--- src/rtl/t07_cpu_mem_bus_bridge.sv ---
// t07_cpu_mem_bus_bridge
// Sequential bridge between the CPU memory handler and the external memory bus.
// Takes one read/write request at a time, runs a req/ack handshake on the bus,
// returns read data and holds busy high so the handler can freeze its pipeline.
//
// Optional feature: define T07_BUS_TIMEOUT_EN to enable an ack watchdog that
// aborts a stuck transaction after TIMEOUT_CYCLES bus cycles (err pulse,
// read data replaced by 32'hDEAD_BEEF). Without it the bus waits forever.

module t07_cpu_mem_bus_bridge #(
    parameter int ADDR_W         = 32,
    parameter int DATA_W         = 32,
    parameter int TIMEOUT_CYCLES = 255
) (
    input  logic              clk,
    input  logic              rst,
    input  logic [1:0]        rwi,
    input  logic [ADDR_W-1:0] cpu_addr,
    input  logic [DATA_W-1:0] cpu_wdata,
    output logic [DATA_W-1:0] cpu_rdata,
    output logic              busy,
    output logic              data_valid,
    output logic              err,
    output logic              bus_req,
    output logic              bus_we,
    output logic [ADDR_W-1:0] bus_addr,
    output logic [DATA_W-1:0] bus_wdata,
    output logic [3:0]        bus_sel,
    input  logic              bus_ack,
    input  logic [DATA_W-1:0] bus_rdata
);

    typedef enum logic [1:0] {
        IDLE = 2'd0,
        BUS  = 2'd1,
        DONE = 2'd2
    } state_t;

    state_t state;

    // Low two address bits are cleared so the bus always sees a word address.
    localparam logic [ADDR_W-1:0] WORD_MASK = ~ADDR_W'(3);

    // bus_sel is a fixed 4-bit byte enable, so only 32-bit data makes sense.
    if (DATA_W != 32 || TIMEOUT_CYCLES < 1) begin : g_bad_params
        $error("t07_cpu_mem_bus_bridge: DATA_W must be 32 and TIMEOUT_CYCLES >= 1");
    end

`ifdef T07_BUS_TIMEOUT_EN
    // Counter only needs to reach TIMEOUT_CYCLES-1; the abort fires on that value.
    localparam int CNT_W = (TIMEOUT_CYCLES < 2) ? 1 : $clog2(TIMEOUT_CYCLES);
    localparam logic [CNT_W-1:0] CNT_LAST = CNT_W'(TIMEOUT_CYCLES - 1);
    localparam logic [DATA_W-1:0] TIMEOUT_DATA = DATA_W'(32'hDEAD_BEEF);

    logic [CNT_W-1:0] wd_cnt;
    logic             err_q;

    assign err = err_q;
`else
    assign err = 1'b0;
`endif

    // Single-process FSM: every output is registered and updated alongside the state.
    always_ff @(posedge clk) begin
        if (rst) begin
            state      <= IDLE;
            cpu_rdata  <= '0;
            busy       <= 1'b0;
            data_valid <= 1'b0;
            bus_req    <= 1'b0;
            bus_we     <= 1'b0;
            bus_addr   <= '0;
            bus_wdata  <= '0;
            bus_sel    <= 4'h0;
`ifdef T07_BUS_TIMEOUT_EN
            wd_cnt     <= '0;
            err_q      <= 1'b0;
`endif
        end else begin
            data_valid <= 1'b0;
`ifdef T07_BUS_TIMEOUT_EN
            err_q      <= 1'b0;
`endif
            case (state)
                IDLE: begin
                    if (rwi == 2'b01 || rwi == 2'b10) begin
                        bus_addr  <= cpu_addr & WORD_MASK;
                        bus_wdata <= cpu_wdata;
                        bus_we    <= (rwi == 2'b10);
                        bus_req   <= 1'b1;
                        bus_sel   <= 4'hF;
                        busy      <= 1'b1;
                        state     <= BUS;
`ifdef T07_BUS_TIMEOUT_EN
                        wd_cnt    <= '0;
`endif
                    end
                end

                BUS: begin
                    if (bus_ack) begin
                        bus_req    <= 1'b0;
                        bus_sel    <= 4'h0;
                        busy       <= 1'b0;
                        data_valid <= 1'b1;
                        if (!bus_we) begin
                            cpu_rdata <= bus_rdata;
                        end
                        state      <= DONE;
                    end
`ifdef T07_BUS_TIMEOUT_EN
                    else if (wd_cnt == CNT_LAST) begin
                        bus_req    <= 1'b0;
                        bus_sel    <= 4'h0;
                        busy       <= 1'b0;
                        data_valid <= 1'b1;
                        err_q      <= 1'b1;
                        if (!bus_we) begin
                            cpu_rdata <= TIMEOUT_DATA;
                        end
                        state      <= DONE;
                    end else begin
                        wd_cnt <= wd_cnt + 1'b1;
                    end
`endif
                end

                DONE: begin
                    state <= IDLE;
                end

                default: begin
                    state <= IDLE;
                end
            endcase
        end
    end

endmodule
--- config.mk ---
export PLATFORM = sky130hd
export DESIGN_NAME = t07_cpu_mem_bus_bridge
export DESIGN_NICKNAME = d
export VERILOG_FILES = /design/src/rtl/t07_cpu_mem_bus_bridge.sv
export SDC_FILE = /design/constraint.sdc
export NUM_CORES = 1
export LEC_CHECK = 0
export BUFFER_PORTS_ARGS = -buffer_cell sky130_fd_sc_hd__buf_2
export CORE_ASPECT_RATIO = 1.4
export CORE_MARGIN = 2
export CORE_UTILIZATION = 47
export CTS_CLUSTER_SIZE = 8
export DETAILED_ROUTE_END_ITERATION = 8
export GPL_TIMING_DRIVEN = 0
export HOLD_SLACK_MARGIN = 0.08
export PLACE_DENSITY = 0.84
export SYNTH_ARGS = -nofsm -noshare
export SYNTH_HDL_FRONTEND = slang
export SYNTH_SLANG_ARGS = --single-unit
--- constraint.sdc ---
create_clock -name clk -period 2 [get_ports clk]
set_clock_uncertainty 0.15 [all_clocks]
set_input_delay 0.2 -clock clk [delete_from_list [all_inputs] [get_ports clk]]
set_output_delay 0.2 -clock clk [all_outputs]
set_load 0.1 [all_outputs]
---- Word level (Yosys, flattened, before mapping) ----
Cells that the tools add are included.
storage, ports and cells
  bits in registers ....................... 103
  bits of input ports ..................... 101
  output and inout bits ................... 105
  logic and storage cells ................. 33
operators by class
  equal/unequal tests ..................... 5
  multiplexer cells ....................... 10
  bitwise gates (word level) .............. 2
  reduce and logical (&&, ||, !) cells .... 8
operators by type and width
  cell                  count
  $mux W4               2
  $pmux W4 S2           1
  $reduce_and A3 Y1     2
  $eq A2 B1 Y1 const B  2
  $mux W2               2
  $ne A2 B2 Y1 const B  2
  $pmux W2 S2           1
  $reduce_and A2 Y1     2
  $mux W1               3
  $eq A2 B2 Y1 const B  1
  $logic_not A2 Y1      1
  $not A1 Y1            2
  $pmux W1 S2           1
  $reduce_bool A2 Y1    1
  $reduce_or A2 Y1      1
  $logic_or A1 B1 Y1    1

---- Logic depth before layout (Yosys ltp) ----
Gate-level depths: netlist of run 1.
  depth after elaboration ................. 4
  gate-level depth with buffers ........... 7
  mapped depth without buffers ............ 4

---- Least setup slack after synthesis of run 1 ----
Ideal clock, no wire load.
  kind .................................... register -> register
  start ................................... reg bus_we
  end ..................................... reg cpu_rdata[0]
  setup time .............................. 121 ps
  arrival ................................. 1,673 ps
  data required time ...................... 1,729 ps
  path slack .............................. 55 ps
  cell stages (with the launch flop) ...... 5
  period minus slack after synthesis ...... 1,945 ps
  path through ............................ dfxtp_1 -> and4bb_2 -> buf_2 -> buf_4 -> mux2i_1
between the ends
  cells in the longest elaborated chain, start to end .. 2
RTL lines
  what                         RTL line  source
  start, declared              25        output logic bus_we,
  start signal, assigned       89        bus_we <= (rwi == 2'b10);
  $not A1 Y1 (no line)         n/a
  $reduce_and A3 Y1 (no line)  n/a
  end signal, assigned         107       cpu_rdata <= bus_rdata;
  end, declared                20        output logic [DATA_W-1:0] cpu_rdata,
Every way passes these cells.
A chain may end at the register's enable or synchronous reset.

==> results.md, run 1 <==
* Most common cell after layout, fill and taps aside: buf_2
* DR vias/cell at 5.52
* Crit path required time at 1.65 ns
* Non-filler cells, final at 907
* Xor/xnor share of the synthesized area at 0%
* Die height at 121 µm
* Core box area at 0.00951 mm²
* Diode count at 0
* Compound-gate portion of the synthesized area at 17.8%
* Syn Std Cell Area at 0.00459 mm²
* Synth Area in Adders at 0.272%
* 1st-pass router iterations at 5
* Wire per inst at 17.7 µm
* DPL Wire Length at 9850 µm
* R2R Setup Slk at 0.20 ns
* Area delta synth->final at 53.4%
* Initial Utilization at 48.3%
* Post-CTS sizing at 0
* Data arrival, critical path at 1.46 ns
* I/O pins at 206
* Number of DRC markers in iteration 0 at 288
* Post-Synthesis Cells at 464
* Cell count after placement at 797
* Row count at 42
* Setup TNS at 0 ns
* HP Class: input port to flop
* Area occupied by registers at 0.00198 mm²
* Post-CTS Setup Inserts at 0
* CTS tree: done
* Vias in the first global route at 5084
* Crit Path Category: flop to output port
* GPL Wtd Cong at 0.796
* Final cycle utilization of the critical path at 90.6%
* Largest family of logic cells by synthesized area: simple AND/OR/NAND/NOR gates
* Vias at 5006
* Worst Hold Margin at 0.0991 ns
* Maximum VDD drop at 707 µV
* Outcome: finished, final reports clean
* Largest buffer count on any clock path at 2
* Hold depth at 3
* Endpoints failing setup at 0
* Largest net degree at the start of global routing at 16
* Leakage at 3.20 nW
* Crit start category: flop
* Initial antenna violation count at 0
* Slew HR at 64.3%
* Commonest non-fill, non-tap cells in the layout: buf_2, dfxtp_1, dlygate4sd3_1
* Reg clk slew, reported paths at 0.06 ns
* Root buf cell: clkbuf_16
* Global-route wire length before repair at 24900 µm
* Minimum clock period at 1.81 ns
* Clock sink count at 99
* Max cap viols at 0
* H-tree levels at 3
* Yosys warns at 0
* Synth Register Bits at 99
* FILL cells at 626
* Unique masters post-synth at 20
* Worst-Margin Slew at 0.535 ns
* Wirelength, routed at 16100 µm
* RSZ-0062 raised after global routing: false
* Hold Fails Final Rpt at 0
* Multi-input gate area at 0.00224 mm²
* Total CTS buffers at 9
* Routed Antenna Nets at 0
* Overflow after GRT at 0
* Worst-Skew Late Latency at 0.34 ns
* Die X at 87.6 µm
* Seq/Total Area, Yosys at 43.1%
* Tot GR Track Use at 29.5%
* Slew Viols, Final at 0
* IO Port Bufs at 199
* Simple logic cell fraction of the synthesized area at 23.5%
* CP endpoint kind: output port
* Number of nets in the layout at 872
* Crit-path max FO at 8
* Full die area at 0.0106 mm²
* DRC Markers at 0
* Post-synthesis mux area share at 6.97%
* Layout cells sized above 1 at 31.9%
* Max Freq at 552 MHz
* Power Density at 917 mW/mm²
* Synth Area per Inst at 9.90 µm²
* R2R depth at 5
[kinds of logic (layout without fill, tap and decap cells)]
logic type | after synthesis | after routing
AOI/OAI and AO/OA | 129 | 129
adders and majority gates | 1 | 1
buffers and inverters | 69 | 378
DFF | 99 | 99
muxes | 32 | 32
other | 1 | 3
and+or+nand+nor | 133 | 133
[metrics by stage]
step / total power, mW / area (µm²) / utilization, % / setup slack [ns]
after CTS: 6.43 / 7050 / 74.1 / 0.211
after global routing: 6.64 / 7050 / 74.1 / 0.104
final: 6.46 / 7050 / 74.1 / 0.189
after floorplan: 3.91 / 4600 / - / 0.0553
after global placement: 4.27 / 5760 / 60.6 / 0.104
after detailed placement: 4.31 / 5760 / 60.6 / 0.0218
[Yosys cell counts]
master     instances  area, µm²
ha_1               1       12.5
buf_2             10       50.1
or4b_1            63        631
o32ai_1            1       8.76
nor2b_1            2       12.5
o31ai_1           63        473
o21ba_2            1       10.0
buf_4             13       97.6
mux2i_1           32        320
conb_1             1       3.75
buf_1              5       18.8
and4bb_2           1       12.5
clkbuf_1          32        120
a2111oi_0          1       8.76
a21oi_1           63        315
dfxtp_1           99       1980
nand2b_1          65        407
buf_6              8       90.1
and3b_1            2       17.5
inv_1              1       3.75
[path summary, 6_finish.rpt]
kind                                    start             to
worst min-delay path                      rst   cpu_rdata[5]
worst max register to register       state[0]   bus_wdata[3]
worst max-delay path               bus_sel[2]           busy
worst min register to register  bus_wdata[16]  bus_wdata[16]
[per-layer routing]
metal | track usage (%) | wire (µm) | vias to the layer above
li1 | - | - | 2330
met1 | 31.2 | 5880 | 2332
met2 | 54.7 | 8420 | 287
met3 | 5.78 | 1240 | 57
met4 | 13.6 | 541 | 0
met5 | 0 | 0 | -
[critical path: stages (launching register included)]
cell and delay [ns]:
dfxtp_1 0.52, buf_4 0.18, buf_2 0.42
[final cells by class]
class                           instances  share of cell area, %
Buffer                                 68                   5.34
Clock buffer                           11                   3.44
Clock inverter                          5                   1.42
Inverter                                1                 0.0533
Tap cell                              132                   2.34
Multi-Input combinational cell        298                   31.8
Timing Repair Buffer                  293                   27.5
Sequential cell                        99                   28.1
[sequential cells by signal, indices dropped and copies added, names as in the netlist]
register,count
cpu_rdata,32
state,2
bus_we,1
bus_addr,30
data_valid,1
bus_wdata,32
bus_sel,1
[what timing repair did]
| action | 4_1_cts | 5_1_grt |
|---|---|---|
| setup endpoints to repair | 0 | 0 |
| hold buffers | 94 | 0 |
| endpoints found under the hold margin | 94 | 0 |
[where the power goes]
group / switching (mW) / internal [mW] / total (mW)
Clock: 0.748 / 1.25 / 2.00
Sequential: 0.0922 / 2.12 / 2.21
Combinational: 1.68 / 0.567 / 2.25
Total: 2.52 / 3.94 / 6.46
Note: power is estimated with default switching activity, not from simulation.
==> run 2: changes to the inputs <==
--- a/config.mk
+++ b/config.mk
@@ -6,14 +6,14 @@
 export NUM_CORES = 1
 export LEC_CHECK = 0
 export BUFFER_PORTS_ARGS = -buffer_cell sky130_fd_sc_hd__buf_2
-export CORE_ASPECT_RATIO = 1.4
-export CORE_MARGIN = 2
+export CORE_ASPECT_RATIO = 0.5
 export CORE_UTILIZATION = 47
 export CTS_CLUSTER_SIZE = 8
 export DETAILED_ROUTE_END_ITERATION = 8
 export GPL_TIMING_DRIVEN = 0
 export HOLD_SLACK_MARGIN = 0.08
 export PLACE_DENSITY = 0.84
+export RECOVER_POWER = 50
 export SYNTH_ARGS = -nofsm -noshare
 export SYNTH_HDL_FRONTEND = slang
 export SYNTH_SLANG_ARGS = --single-unit
==> results.md, run 2 (synthesis gave the netlist of run 1 again) <==
* Outcome: finished, final reports clean
* Commonest non-fill, non-tap cells in the layout: buf_2, dfxtp_1, clkbuf_2
* Row count at 25
* Crit-path max FO at 10
* Number of DRC markers in iteration 0 at 278
* Max cap viols at 0
* Global-route wire length before repair at 23900 µm
* Die X at 142 µm
* Wire per inst at 16.9 µm
* Largest regs: bus_wdata x32, cpu_rdata x32, bus_addr x30
* Slew HR at 62.4%
* H-tree levels at 3
* Clock sink count at 99
* Final Util at 73.7%
* Core box area at 0.00948 mm²
* Initial antenna violation count at 0
* Reg clk slew, reported paths at 0.06 ns
* Vias at 4974
* DPL Wire Length at 9050 µm
* Area delta synth->final at 52.0%
* Full die area at 0.0102 mm²
* Initial Utilization at 48.5%
* Crit path required time at 2.09 ns
* Minimum clock period at 1.84 ns
* Most common cell after layout, fill and taps aside: buf_2
* GPL Wtd Cong at 0.798
* HP Class: input port to flop
* Final cycle utilization of the critical path at 92.0%
* Data arrival, critical path at 1.93 ns
* Post-CTS sizing at 0
* Power Density at 884 mW/mm²
* Setup TNS at 0 ns
* Hold Fails Final Rpt at 0
* R2R Path End: cpu_rdata[15]
* Maximum VDD drop at 578 µV
* RSZ-0062 raised after global routing: false
* Total CTS buffers at 9
* Layout cells sized above 1 at 31.6%
* CP endpoint kind: flop
* Leakage at 3.09 nW
* Crit start category: flop
* CTS tree: done
* R2R Setup Slk at 0.16 ns
* R2R depth at 4
* DRC Markers at 0
* Slew Viols, Final at 0
* R2R Path Start: state[0]
* FILL cells at 641
* Tot GR Track Use at 29.6%
* Die height at 71.9 µm
* Endpoints failing setup at 0
* Number of nets in the layout at 870
* DR vias/cell at 5.48
* Root buf cell: clkbuf_16
* Max Freq at 544 MHz
* Cell count after placement at 800
* Diode count at 0
* I/O pins at 206
* Critical Path Source: state[0]
* Worst-Margin Slew at 0.567 ns
* Routed Antenna Nets at 0
* Crit Path Category: flop to flop
* Crit path to: cpu_rdata[15]
* Overflow after GRT at 0
* IO Port Bufs at 199
* Wirelength, routed at 15400 µm
* Vias in the first global route at 4937
* Largest buffer count on any clock path at 2
* Non-filler cells, final at 907
* 1st-pass router iterations at 5
* Largest net degree at the start of global routing at 15
* Worst-Skew Late Latency at 0.32 ns
[run 2: how the worst min path moves through the flow]
stage / startpoint / endpoint / slack, ns / cells after the start
floorplan: bus_ack / state[0] / 0.17 / 1
detailed placement: bus_ack / state[0] / 0.29 / 2
global placement: bus_ack / state[0] / 0.28 / 2
CTS: cpu_addr[2] / bus_addr[2] / 0.08 / 3
global route: cpu_addr[21] / bus_addr[21] / 0.09 / 3
finish: cpu_addr[2] / bus_addr[2] / 0.09 / 3
[run 2: stage by stage]
step | hold WS [ns] | worst slack (ns) | power, mW | instance area [µm²]
2_1_floorplan | 0.167 | 0.0553 | 3.91 | 4600
3_3_place_gp | 0.277 | 0.114 | 4.27 | 5770
3_5_place_dp | 0.291 | 0.0686 | 4.30 | 5770
4_1_cts | 0.0815 | 0.211 | 6.15 | 6980
5_1_grt | 0.0935 | 0.0903 | 6.37 | 6980
6_report | 0.0876 | 0.160 | 6.17 | 6980
[run 2: cell type report]
class                      count  area, µm²  share of cell area, %
buffer                        68        375                   5.38
clock buffer                  13        260                   3.73
clock inverter                 2       35.0                  0.502
inverter                       1       3.75                 0.0538
multi-input combinational    298       2240                   32.1
sequential                    99       1980                   28.4
tap                          135        169                   2.42
timing repair buffer         291       1920                   27.5
[run 2: critical path, cell delays in order, from the launching register on]
cell and delay (ns):
dfxtp_1 0.50, and4bb_2 0.28, clkbuf_1 0.29, buf_4 0.29, mux2i_1 0.25
[run 2: repair_timing]
item / 4_1_cts / 5_1_grt
hold buffers: 92 / 0
setup buffers: 0 / 0
hold endpoints to repair: 92 / 0
[run 2: routing by layer]
layer / vias up / routed length, µm / part of all wire (%) / GRT usage, %
met5: - / 0 / 0 / 0
met4: 0 / 527 / 3.4 / 12.9
met3: 60 / 1080 / 7.0 / 6.93
met2: 275 / 7820 / 51 / 54.2
met1: 2319 / 5940 / 39 / 33.6
li1: 2320 / - / - / -
[run 2: power breakdown]
group          switching [mW]  internal (mW)  total, mW
registers              0.0969           2.12       2.21
clock network           0.694           1.03       1.72
logic                    1.67          0.558       2.23
